**src/rtl/ta_chunk_sequencer_pkg.sv**
```systemverilog
// ta_chunk_sequencer_pkg: shared types and constants for the chunk sequencer.
//   seq_state_e  - sequencer FSM states
//   SkidDepth    - skid FIFO depth, which also bounds the reads that may be outstanding
//   TagW         - width of the clause / chunk beat tags
//   beat_t       - one comparator beat {ta_state, xin, clause_id, la_chunk_id}
//   flush_beat() - builds the end-of-run marker beat (clause_id == CLAUSES)
package ta_chunk_sequencer_pkg;

  typedef enum logic [2:0] {
    StIdle,
    StIssue,
    StDrain,
    StFlush,
    StDone
  } seq_state_e;

  localparam int unsigned SkidDepth = 4;
  localparam int unsigned SkidPtrW  = $clog2(SkidDepth);
  localparam int unsigned SkidCntW  = $clog2(SkidDepth + 1);
  localparam int unsigned TagW      = 17;
  localparam int unsigned DataW     = 32;
  localparam int unsigned BeatW     = 2 * DataW + 2 * TagW;

  typedef struct packed {
    logic [DataW-1:0] ta_state;
    logic [DataW-1:0] xin;
    logic [TagW-1:0]  clause_id;
    logic [TagW-1:0]  la_chunk_id;
  } beat_t;

  // Downstream recognises the end of a run by a clause id one past the last clause.
  function automatic beat_t flush_beat(input int unsigned clauses);
    beat_t b;
    b           = '0;
    b.clause_id = clauses[TagW-1:0];
    return b;
  endfunction

endpackage

```
**src/rtl/seq_skid_fifo.sv**
```systemverilog
// seq_skid_fifo: 4-entry skid FIFO holding beats returned from the RAMs.
//   clk, rst_flag_n - clock, asynchronous active-low reset (empties the FIFO)
//   push, push_data - write one beat; the caller never pushes when full
//   pop,  pop_data  - pop_data is the head entry; pop only when count != 0
//   count           - current occupancy 0..4
module seq_skid_fifo
  import ta_chunk_sequencer_pkg::*;
(
  input  logic                clk,
  input  logic                rst_flag_n,
  input  logic                push,
  input  logic [BeatW-1:0]    push_data,
  input  logic                pop,
  output logic [BeatW-1:0]    pop_data,
  output logic [SkidCntW-1:0] count
);

  logic [BeatW-1:0]    mem_q [SkidDepth];
  logic [SkidPtrW-1:0] wr_ptr_q;
  logic [SkidPtrW-1:0] rd_ptr_q;
  logic [SkidCntW-1:0] count_q;

  always_ff @(posedge clk or negedge rst_flag_n) begin
    if (!rst_flag_n) begin
      wr_ptr_q <= '0;
      rd_ptr_q <= '0;
      count_q  <= '0;
    end else begin
      if (push) wr_ptr_q <= wr_ptr_q + SkidPtrW'(1);
      if (pop)  rd_ptr_q <= rd_ptr_q + SkidPtrW'(1);
      unique case ({push, pop})
        2'b10:   count_q <= count_q + SkidCntW'(1);
        2'b01:   count_q <= count_q - SkidCntW'(1);
        default: count_q <= count_q;
      endcase
    end
  end

  // Storage needs no reset: an entry is only read after it has been written.
  always_ff @(posedge clk) begin
    if (push) mem_q[wr_ptr_q] <= push_data;
  end

  assign pop_data = mem_q[rd_ptr_q];
  assign count    = count_q;

endmodule

```
**src/rtl/ta_chunk_sequencer.sv**
```systemverilog
// ta_chunk_sequencer: walks every (clause, chunk) pair in clause-major order, reads the TA word
// and the input chunk from fixed-latency RAMs and presents one beat per cycle to the comparator,
// ending each run with a flush beat (clause_id == CLAUSES).
//   clk, rst_flag_n         - clock, asynchronous active-low reset
//   start                   - one-cycle run request, accepted only when idle
//   hold                    - downstream backpressure, no beat while high
//   busy, done              - run in progress / one-cycle end-of-run pulse
//   ta_rd_en, ta_addr       - TA RAM read (address = clause*LA_CHUNKS + chunk)
//   ta_rdata                - TA word, valid MEM_LATENCY cycles after the strobe
//   x_rd_en, x_addr, x_rdata- input-buffer read, issued together with the TA read
//   ta_state, xin           - beat data
//   clause_id, la_chunk_id  - beat tags
//   stop_flag               - low exactly on cycles carrying a beat
// Optional: define TM_SEQ_PERF_CNT_EN to add beat_cnt / hold_cnt performance counters.
module ta_chunk_sequencer
  import ta_chunk_sequencer_pkg::*;
#(
  parameter int unsigned CLAUSES     = 2000,
  parameter int unsigned LA_CHUNKS   = 49,
  parameter int unsigned MEM_LATENCY = 1,
  parameter int unsigned AW          = $clog2(CLAUSES * LA_CHUNKS),
  parameter int unsigned XW          = $clog2(LA_CHUNKS)
) (
  input  logic            clk,
  input  logic            rst_flag_n,
  input  logic            start,
  input  logic            hold,
  output logic            busy,
  output logic            done,
  output logic            ta_rd_en,
  output logic [AW-1:0]   ta_addr,
  input  logic [31:0]     ta_rdata,
  output logic            x_rd_en,
  output logic [XW-1:0]   x_addr,
  input  logic [31:0]     x_rdata,
  output logic [31:0]     ta_state,
  output logic [31:0]     xin,
  output logic [TagW-1:0] clause_id,
  output logic [TagW-1:0] la_chunk_id,
  output logic            stop_flag
`ifdef TM_SEQ_PERF_CNT_EN
  ,
  output logic [31:0]     beat_cnt,
  output logic [31:0]     hold_cnt
`endif
);

  localparam logic [TagW-1:0] LastClause = TagW'(CLAUSES - 1);
  localparam logic [TagW-1:0] LastChunk  = TagW'(LA_CHUNKS - 1);

  seq_state_e state_q, state_d;
  logic [TagW-1:0] clause_q, clause_d;
  logic [TagW-1:0] chunk_q, chunk_d;
  logic [AW-1:0]   addr_q, addr_d;

  // In-flight read tracker, one stage per cycle of RAM latency.
  logic            pipe_vld_q    [MEM_LATENCY];
  logic [TagW-1:0] pipe_clause_q [MEM_LATENCY];
  logic [TagW-1:0] pipe_chunk_q  [MEM_LATENCY];

  logic [SkidCntW-1:0] inflight;
  logic [SkidCntW-1:0] fifo_count;
  logic [SkidCntW:0]   occupancy;
  logic                issue;
  logic                push;
  logic                pop;
  logic                flush_go;
  logic                present;
  logic [BeatW-1:0]    fifo_rdata;
  beat_t               push_beat;
  beat_t               head_beat;
  beat_t               beat_cur;
  beat_t               out_q;

  always_comb begin
    inflight = '0;
    for (int i = 0; i < int'(MEM_LATENCY); i++) begin
      inflight = inflight + {{(SkidCntW-1){1'b0}}, pipe_vld_q[i]};
    end
  end

  // A slot popped this cycle is free for a read issued this cycle, so the credit count nets out
  // the pop; without that a 3-cycle RAM could not sustain one beat per cycle.
  assign pop       = !hold && (fifo_count != '0);
  assign occupancy = {1'b0, inflight} + {1'b0, fifo_count} - {{SkidCntW{1'b0}}, pop};
  assign issue     = (state_q == StIssue) && (occupancy < (SkidCntW+1)'(SkidDepth));
  assign push      = pipe_vld_q[MEM_LATENCY-1];
  assign push_beat = {ta_rdata, x_rdata, pipe_clause_q[MEM_LATENCY-1],
                      pipe_chunk_q[MEM_LATENCY-1]};
  assign head_beat = beat_t'(fifo_rdata);
  assign flush_go  = (state_q == StFlush) && !hold;
  assign present   = pop || flush_go;

  always_comb begin
    state_d  = state_q;
    clause_d = clause_q;
    chunk_d  = chunk_q;
    addr_d   = addr_q;
    unique case (state_q)
      StIdle: begin
        if (start) begin
          clause_d = '0;
          chunk_d  = '0;
          addr_d   = '0;
          state_d  = StIssue;
        end
      end
      StIssue: begin
        if (issue) begin
          addr_d = addr_q + AW'(1);
          if (chunk_q == LastChunk) begin
            chunk_d  = '0;
            clause_d = clause_q + TagW'(1);
            if (clause_q == LastClause) state_d = StDrain;
          end else begin
            chunk_d = chunk_q + TagW'(1);
          end
        end
      end
      StDrain: begin
        // Leave as soon as the last beat is popped so the flush beat follows with no gap.
        if (occupancy == '0) state_d = StFlush;
      end
      StFlush: begin
        if (!hold) state_d = StDone;
      end
      StDone: begin
        state_d = StIdle;
      end
      default: begin
        state_d = StIdle;
      end
    endcase
  end

  always_ff @(posedge clk or negedge rst_flag_n) begin
    if (!rst_flag_n) begin
      state_q  <= StIdle;
      clause_q <= '0;
      chunk_q  <= '0;
      addr_q   <= '0;
    end else begin
      state_q  <= state_d;
      clause_q <= clause_d;
      chunk_q  <= chunk_d;
      addr_q   <= addr_d;
    end
  end

  always_ff @(posedge clk or negedge rst_flag_n) begin
    if (!rst_flag_n) begin
      for (int i = 0; i < int'(MEM_LATENCY); i++) begin
        pipe_vld_q[i]    <= 1'b0;
        pipe_clause_q[i] <= '0;
        pipe_chunk_q[i]  <= '0;
      end
    end else begin
      pipe_vld_q[0]    <= issue;
      pipe_clause_q[0] <= clause_q;
      pipe_chunk_q[0]  <= chunk_q;
      for (int i = 1; i < int'(MEM_LATENCY); i++) begin
        pipe_vld_q[i]    <= pipe_vld_q[i-1];
        pipe_clause_q[i] <= pipe_clause_q[i-1];
        pipe_chunk_q[i]  <= pipe_chunk_q[i-1];
      end
    end
  end

  seq_skid_fifo u_skid (
    .clk        (clk),
    .rst_flag_n (rst_flag_n),
    .push       (push),
    .push_data  (push_beat),
    .pop        (pop),
    .pop_data   (fifo_rdata),
    .count      (fifo_count)
  );

  // Beat outputs follow the popped entry on a beat cycle and otherwise repeat the last beat.
  always_comb begin
    beat_cur = out_q;
    if (flush_go) begin
      beat_cur = flush_beat(CLAUSES);
    end else if (pop) begin
      beat_cur = head_beat;
    end
  end

  always_ff @(posedge clk or negedge rst_flag_n) begin
    if (!rst_flag_n) begin
      out_q <= '0;
    end else begin
      out_q <= beat_cur;
    end
  end

  assign busy        = (state_q == StIssue) || (state_q == StDrain) || (state_q == StFlush);
  assign done        = (state_q == StDone);
  assign ta_rd_en    = issue;
  assign x_rd_en     = issue;
  assign ta_addr     = addr_q;
  assign x_addr      = chunk_q[XW-1:0];
  assign ta_state    = beat_cur.ta_state;
  assign xin         = beat_cur.xin;
  assign clause_id   = beat_cur.clause_id;
  assign la_chunk_id = beat_cur.la_chunk_id;
  assign stop_flag   = !present;

`ifdef TM_SEQ_PERF_CNT_EN
  logic [31:0] beat_cnt_q;
  logic [31:0] hold_cnt_q;

  always_ff @(posedge clk or negedge rst_flag_n) begin
    if (!rst_flag_n) begin
      beat_cnt_q <= '0;
      hold_cnt_q <= '0;
    end else if ((state_q == StIdle) && start) begin
      beat_cnt_q <= '0;
      hold_cnt_q <= '0;
    end else begin
      if (present)     beat_cnt_q <= beat_cnt_q + 32'd1;
      if (busy && hold) hold_cnt_q <= hold_cnt_q + 32'd1;
    end
  end

  assign beat_cnt = beat_cnt_q;
  assign hold_cnt = hold_cnt_q;
`endif

endmodule

```
**config.mk**
```make
export PLATFORM = sky130hd
export DESIGN_NAME = ta_chunk_sequencer
export DESIGN_NICKNAME = d
export VERILOG_FILES = /design/src/rtl/ta_chunk_sequencer_pkg.sv /design/src/rtl/seq_skid_fifo.sv /design/src/rtl/ta_chunk_sequencer.sv
export SDC_FILE = /design/constraint.sdc
export NUM_CORES = 1
export LEC_CHECK = 0
export ABC_CLOCK_PERIOD_IN_PS = 3000
export CAP_MARGIN = 0
export CORE_MARGIN = 5
export CORE_UTILIZATION = 50
export DETAILED_ROUTE_END_ITERATION = 8
export MAX_ROUTING_LAYER = met4
export PLACE_DENSITY = 0.73
export SYNTH_ARGS = -nofsm -noshare
export SYNTH_HDL_FRONTEND = slang
export SYNTH_SLANG_ARGS = --single-unit
```
**constraint.sdc**
```tcl
create_clock -name clk -period 3 [get_ports clk]
set_input_delay 0.6 -clock clk [delete_from_list [all_inputs] [get_ports clk]]
set_output_delay 0.6 -clock clk [all_outputs]
set_load 0.02 [all_outputs]
```
==> results of run 1 <==
through the flow:
stage | cells | area, um^2
floorplan | 1189 | 22090
global placement | 1976 | 25290
detailed placement | 1976 | 25290
CTS | 2146 | 28310
global route | 2174 | 29110
finish | 2174 | 29110
flip-flops by register name, summed over array words and instances, names as in the netlist:
signal,flops
u_skid.count,3
u_skid.mem_q,392
state_q,3
clause_q,17
u_skid.rd_ptr_q,2
pipe_chunk_q,17
ta_addr,17
pipe_vld_q,1
out_q,98
chunk_q,17
u_skid.wr_ptr_q,2
pipe_clause_q,17
critical path, stage by stage, from the launching register on:
cell	delay (ns)
dfrtp_1	0.42
nor3_4	0.24
nor2_2	0.07
nand2_2	0.07
nand2_2	0.07
ha_4	0.17
fa_2	0.38
buf_6	0.13
nand4b_1	0.11
o31a_1	0.21
a21oi_4	0.09
buf_6	0.14
final cells by class:
class                   instances  area, um^2
well taps                     592       740.7
clock buffers                  76        1578
multi-input cells             523        5610
inverters                      13       56.30
repair buffers                353        4138
diodes                          1       2.502
flip-flops and latches        586       16630
fillers                      2868       14830
clock inverters                30       346.6
kinds of logic after synthesis:
kind of cell	share of synthesized area, %
muxes	10.30
adders and majority gates	0.8055
AOI/OAI and AO/OA	6.626
DFF	75.38
xor gates and xnor gates	0.2383
buffers and inverters	1.481
and+or+nand+nor	5.174
Yosys cell counts (all sizes together), types with 9 or more instances:
library cell	n	area share [%]
edfxtp	392	53
dfrtp	194	22
mux4	98	10
a22o	92	3.7
clkbuf	57	0.97
nand2	48	0.82
nand3	44	1.0
o21ai	36	0.82
nor2	23	0.39
a21oi	20	0.45
inv	13	0.22
ha	11	0.62
nand4	11	0.31
nor3	11	0.25
o31ai	11	0.37
buf	10	0.29
nand4b	9	0.36
or3	9	0.26
or4	9	0.34
layout by cell type, fill, tap and decap left out, types with 22 or more instances in the layout:
cell             Yosys  layout
buf_12               0      28
o21ai_0             35      35
clkbuf_16            0      65
a22o_1              92      46
buf_6                0      97
edfxtp_1           392     392
nor2_1              23      22
a22o_4               0      46
nand2_1             48      46
buf_4                7      89
dfrtp_1            194     191
clkdlybuf4s50_1      0      90
mux4_2              98      98
nand3_1             44      43
worst paths after layout:
| path | from | to | slack (ns) |
|---|---|---|---|
| setup / recovery | u_skid.count[1] | ta_rd_en | -0.28 |
| hold / removal | rst_flag_n | out_q[6] | 0.03 |
| setup reg to reg | u_skid.count[1] | ta_addr[14] | -0.19 |
| hold reg to reg | chunk_q[16] | pipe_chunk_q[16] | 0.45 |
| max in group asynchronous | rst_flag_n | out_q[95] | 2.04 |
| min in group clk | chunk_q[16] | pipe_chunk_q[16] | 0.45 |
what timing repair did:
| action | CTS | global route |
|---|---|---|
| gates cloned | 17 | 8 |
| setup endpoints to repair | 137 | 142 |
| gates resized for setup | 541 | 141 |
| pin swaps | 50 | 69 |
| buffers inserted | 49 | 27 |
| hold endpoints to repair | 0 | 0 |
power by group through the flow:
stage                     Combinational (mW)  Clock [mW]  Sequential, mW
after global placement                  10.1           0            11.2
after CTS                               11.8        7.39            11.1
after floorplan                         5.82           0            11.2
final                                   12.8        7.30            11.2
after detailed placement                10.2           0            11.3
after global routing                    13.5        7.78            11.4
per-layer routing:
| layer | GRT usage [%] | wire (um) | share of wire [%] | vias to the layer above |
|---|---|---|---|---|
| li1 | - | - | - | 5520 |
| met1 | 30.37 | 22270 | 42 | 6714 |
| met2 | 35.75 | 27020 | 50 | 436 |
| met3 | 4.121 | 3426 | 6.4 | 67 |
| met4 | 5.097 | 849 | 1.6 | 0 |
| met5 | - | 0 | 0 | - |
==> results.json, run 1 <==
{
  "total_leakage_power_nw": 11.09,
  "ys_seq_elements": 586,
  "hp-class": "input port to asynchronous set/reset pin",
  "vdd_drop_max_v": 0.0009312,
  "num_rows": 77,
  "drt_iter0_markers": 1158,
  "worstSetupPathType": "register to output pin",
  "grt_pass1_vias": 13080,
  "antenna_found_initial": 1,
  "crit_arrival_ns": 2.68,
  "synth_area_um2": 22060,
  "synth_flop_cell": "edfxtp_1",
  "finalSetupViolCount": 101,
  "avgSynthCellArea_um2": 18.55,
  "final.setup.tns_ns": -8.206,
  "htree_levels": 2,
  "cts.path.max_buffers": 3,
  "critPathLaunchType": "register",
  "tightest_slew_ns": 0.6780,
  "utilization_pct": 66.25,
  "finalNetCount": 1614,
  "ant_nets": 0,
  "yosysUniqueCellTypes": 57,
  "powerDensity_nw_per_um2": 1075,
  "violations": "setup timing",
  "gp_routability_congestion": 0.8550,
  "insertion_delay_ns": 0.61,
  "fin_crit_sh_pct": 109.4,
  "fin_ws_ns": -0.2806,
  "drive_gt1_share_pct": 33.52,
  "syn_to_final_growth_pct": 31.97,
  "vias": 12740,
  "p_int_mw": 21.26,
  "grt_pass1_wl_um": 79530,
  "io_pins": 194,
  "cts_tree": "done",
  "ys_seq_area_share_pct": 75.38,
  "hold_buffers": 0,
  "firstDrtPassIters": 5,
  "clk_pin_slew_ns": 0.06,
  "synth_edf_count": 392,
  "synth_warnings": 0,
  "dp_slack_ns": -0.7553,
  "grt_start_max_net_pins": 73,
  "relSlewSlack_pct": 54.38,
  "drc": 0,
  "rsz0062_at_grt": "yes",
  "core_area_um2": 43930,
  "numCtsBuffers": 56,
  "reg2reg_depth": 13,
  "max_freq_ghz": 0.3048,
  "switching_share_pct": 32.07,
  "wl_per_cell_um": 24.64,
  "pwr-share-comb_pct": 40.8,
  "crit_fanout": 4,
  "hold_viol_final": 0,
  "power_frac_seq_pct": 35.9,
  "drt-vias-per-instance": 5.859,
  "power_frac_clock_pct": 23.3,
  "wirelength_um": 53570,
  "synth_fp_nets": 1270,
  "required_ns": 2.40,
  "post-dp-hpwl_um": 28070,
  "gr-total-overflow": 0,
  "whs_ns": 0.03055,
  "outcome": "finished, violations left",
  "dieArea_um2": 48410,
  "p_total_mw": 31.30,
  "power_switching_mw": 10.04,
  "skew_ns": 0.02512,
  "synth-async-reset-ratio_pct": 33.11,
  "cts-root-buf": "clkbuf_16",
  "start_util_pct": 50.21,
  "end_kind": "output pin",
  "die_w_um": 220.0,
  "layout_min_cycle_time_ns": 3.281,
  "clkSinkCount": 586,
  "max_cap_violations": 0,
  "dieHeight_um": 220.0,
  "drv_slew": 0,
  "synthCells": 1189,
  "io_buffers": 193,
  "grt_usage_pct": 22.28
}
(Power assumes the default switching activity.)
==> inputs of run 2 (changes only) <==
- CORE_MARGIN: 5 -> default
==> run 2 against run 1 <==
The flow still finishes with violations (setup timing). Utilization shrank 0.61 points. Sequential power is essentially flat. Worst hold slack lost 0.023 ns. Register-to-register slack gained 0.03 ns. Final area shrank 2.4%. Non-clock buffer count shrank 29. First-iteration DRC count shrank 19%. Count of clock-buffer cells in the layout grew 8. Clock skew shrank 0.0015 ns. Total power shrank 3.3%. Via count shrank 2.7%. Combinational power shrank 9%. Largest cell class unchanged.
==> results.json, run 2 (synthesis results as in run 1) <==
{
  "outcome": "finished, violations left",
  "violations": "setup timing",
  "worstSetupPathType": "register to output pin",
  "power_frac_seq_pct": 37.0,
  "grt_start_max_net_pins": 72,
  "clkSinkCount": 586,
  "pwr-share-comb_pct": 38.8,
  "grt_usage_pct": 22.67,
  "cts.path.max_buffers": 3,
  "ant_nets": 0,
  "io_pins": 194,
  "dieArea_um2": 44960,
  "largest_register": "u_skid.mem_q",
  "crit_fanout": 4,
  "tightest_slew_ns": 0.6631,
  "clk_pin_slew_ns": 0.06,
  "firstDrtPassIters": 5,
  "post-dp-hpwl_um": 28100,
  "multi_input_area_um2": 5414,
  "cts_tree": "done",
  "largest_reg_flops": 392,
  "fin_area_um2": 28400,
  "crit_arrival_ns": 2.76,
  "ff_latch_area_um2": 16630,
  "insertion_delay_ns": 0.60,
  "dieHeight_um": 212.0,
  "layout_min_cycle_time_ns": 3.361,
  "antenna_found_initial": 4,
  "utilization_pct": 65.64,
  "total_leakage_power_nw": 10.79,
  "vdd_drop_max_v": 0.0007348,
  "path_buf_inv": 2,
  "worst_path_largest_cell_delay_ns": 0.41,
  "gr-total-overflow": 0,
  "fin_ws_ns": -0.3609,
  "drv_slew": 0,
  "powerDensity_nw_per_um2": 1065,
  "max_freq_ghz": 0.2975,
  "p_int_mw": 20.59,
  "dpl-instance-area_um2": 25370,
  "vias": 12390,
  "drt_iter0_markers": 937,
  "htree_levels": 2,
  "cp_slowest_cell": "dfrtp_1",
  "drc": 0,
  "wirelength_um": 50570,
  "grt_pass1_wl_um": 74230,
  "fin_crit_sh_pct": 112.0,
  "numCtsBuffers": 57,
  "start_util_pct": 50.98,
  "die_w_um": 212.0,
  "grt_pass1_vias": 12570,
  "gp_routability_congestion": 0.8267,
  "io_buffers": 193,
  "required_ns": 2.40,
  "wl_per_cell_um": 23.57,
  "finalSetupViolCount": 32,
  "max_cap_violations": 0,
  "hold_viol_final": 0,
  "finalNetCount": 1589,
  "power_frac_clock_pct": 24.2,
  "final_cell_mix": "392 x edfxtp_1, 192 x dfrtp_1, 98 x mux4_2",
  "cp_top_family": "simple AND/OR/NAND/NOR gates",
  "syn_to_final_growth_pct": 28.76,
  "drive_gt1_share_pct": 30.27,
  "top_regs": "u_skid.mem_q (392), out_q (98)",
  "relSlewSlack_pct": 54.53,
  "hp-class": "input port to asynchronous set/reset pin",
  "skew_ns": 0.02364,
  "final.setup.tns_ns": -2.468,
  "power_switching_mw": 9.670,
  "cts-root-buf": "clkbuf_16",
  "drt-vias-per-instance": 5.778,
  "p_total_mw": 30.26,
  "core_area_um2": 43270,
  "final_common_cell": "edfxtp_1",
  "num_rows": 76,
  "nFillCells": 2847,
  "critPathLaunchType": "register",
  "switching_share_pct": 31.96,
  "rsz0062_at_grt": "yes",
  "end_kind": "output pin",
  "path_cells": "nor3_4 -> nor2_2 -> nand2_2 -> nand2_2 -> ha_4 -> fa_2 -> buf_6 -> nand4b_1 -> o31a_1 -> a21oi_4 -> buf_6"
}
==> run 2: cell count changes in the layout (fill, tap and decap cells not counted), sizes merged, moves of 2 or more <==
cell | previous run | this run
and2 | 8 | 10
clkinvlp | 6 | 1
clkbuf | 86 | 98
dlygate4sd2 | 2 | 5
buf | 250 | 212
diode | 1 | 4
inv | 14 | 12
==> run 2: timing repair <==
item                       CTS  global route
setup endpoints to repair  139           139
pin swaps                   23            52
hold buffers                 0             0
cloned                       8            16
buffers inserted            13            27
resized for setup          412           146
==> run 2: power by group through the flow <==
stage | clock (mW) | combinational (mW) | sequential (mW)
6_report | 7.33 | 11.7 | 11.2
5_1_grt | 7.76 | 12.4 | 11.3
4_1_cts | 7.44 | 10.4 | 11.1
3_5_place_dp | 0 | 10.2 | 11.3
3_3_place_gp | 0 | 10.0 | 11.2
2_1_floorplan | 0 | 5.82 | 11.2
==> run 2: area by class of cell <==
type	instances	share of cell area (%)
clock inverter	23	1.027
tap	585	2.577
clock buffer	84	5.815
antenna	4	0.03525
timing repair buffer	324	12.72
inverter	13	0.1894
multi-input combinational	526	19.06
sequential	586	58.57
==> run 2: routing by layer <==
metal / global-route usage (%) / up-vias / share of wire [%]
li1: - / 5453 / -
met1: 28.99 / 6485 / 41
met2: 37.00 / 382 / 51
met3: 5.022 / 73 / 6.4
met4: 5.822 / 0 / 1.9
met5: - / - / 0
==> run 2: per-stage QoR <==
stage                     worst slack (ns)  hold slack (ns)  instances
final                              -0.3609         0.007134       2145
after global routing               -0.4736          0.06448       2145
after CTS                          -0.4013          0.04082       2101
after detailed placement           -0.8182           0.4304       1977
after global placement             -0.7771           0.4274       1977
after floorplan                    -0.1314           0.3044       1189
==> run 2: path summary, 6_finish.rpt <==
check                      slack [ns]  cells after the start                to             from
max                             -0.36                     11          ta_rd_en  u_skid.count[0]
min                             0.007                      1         out_q[52]       rst_flag_n
max reg2reg                     -0.16                     13      clause_q[12]  u_skid.count[0]
min reg2reg                      0.44                      0  pipe_chunk_q[16]      chunk_q[16]
max in group asynchronous        2.18                      2       ta_addr[10]       rst_flag_n
min in group clk                 0.44                      0  pipe_chunk_q[16]      chunk_q[16]
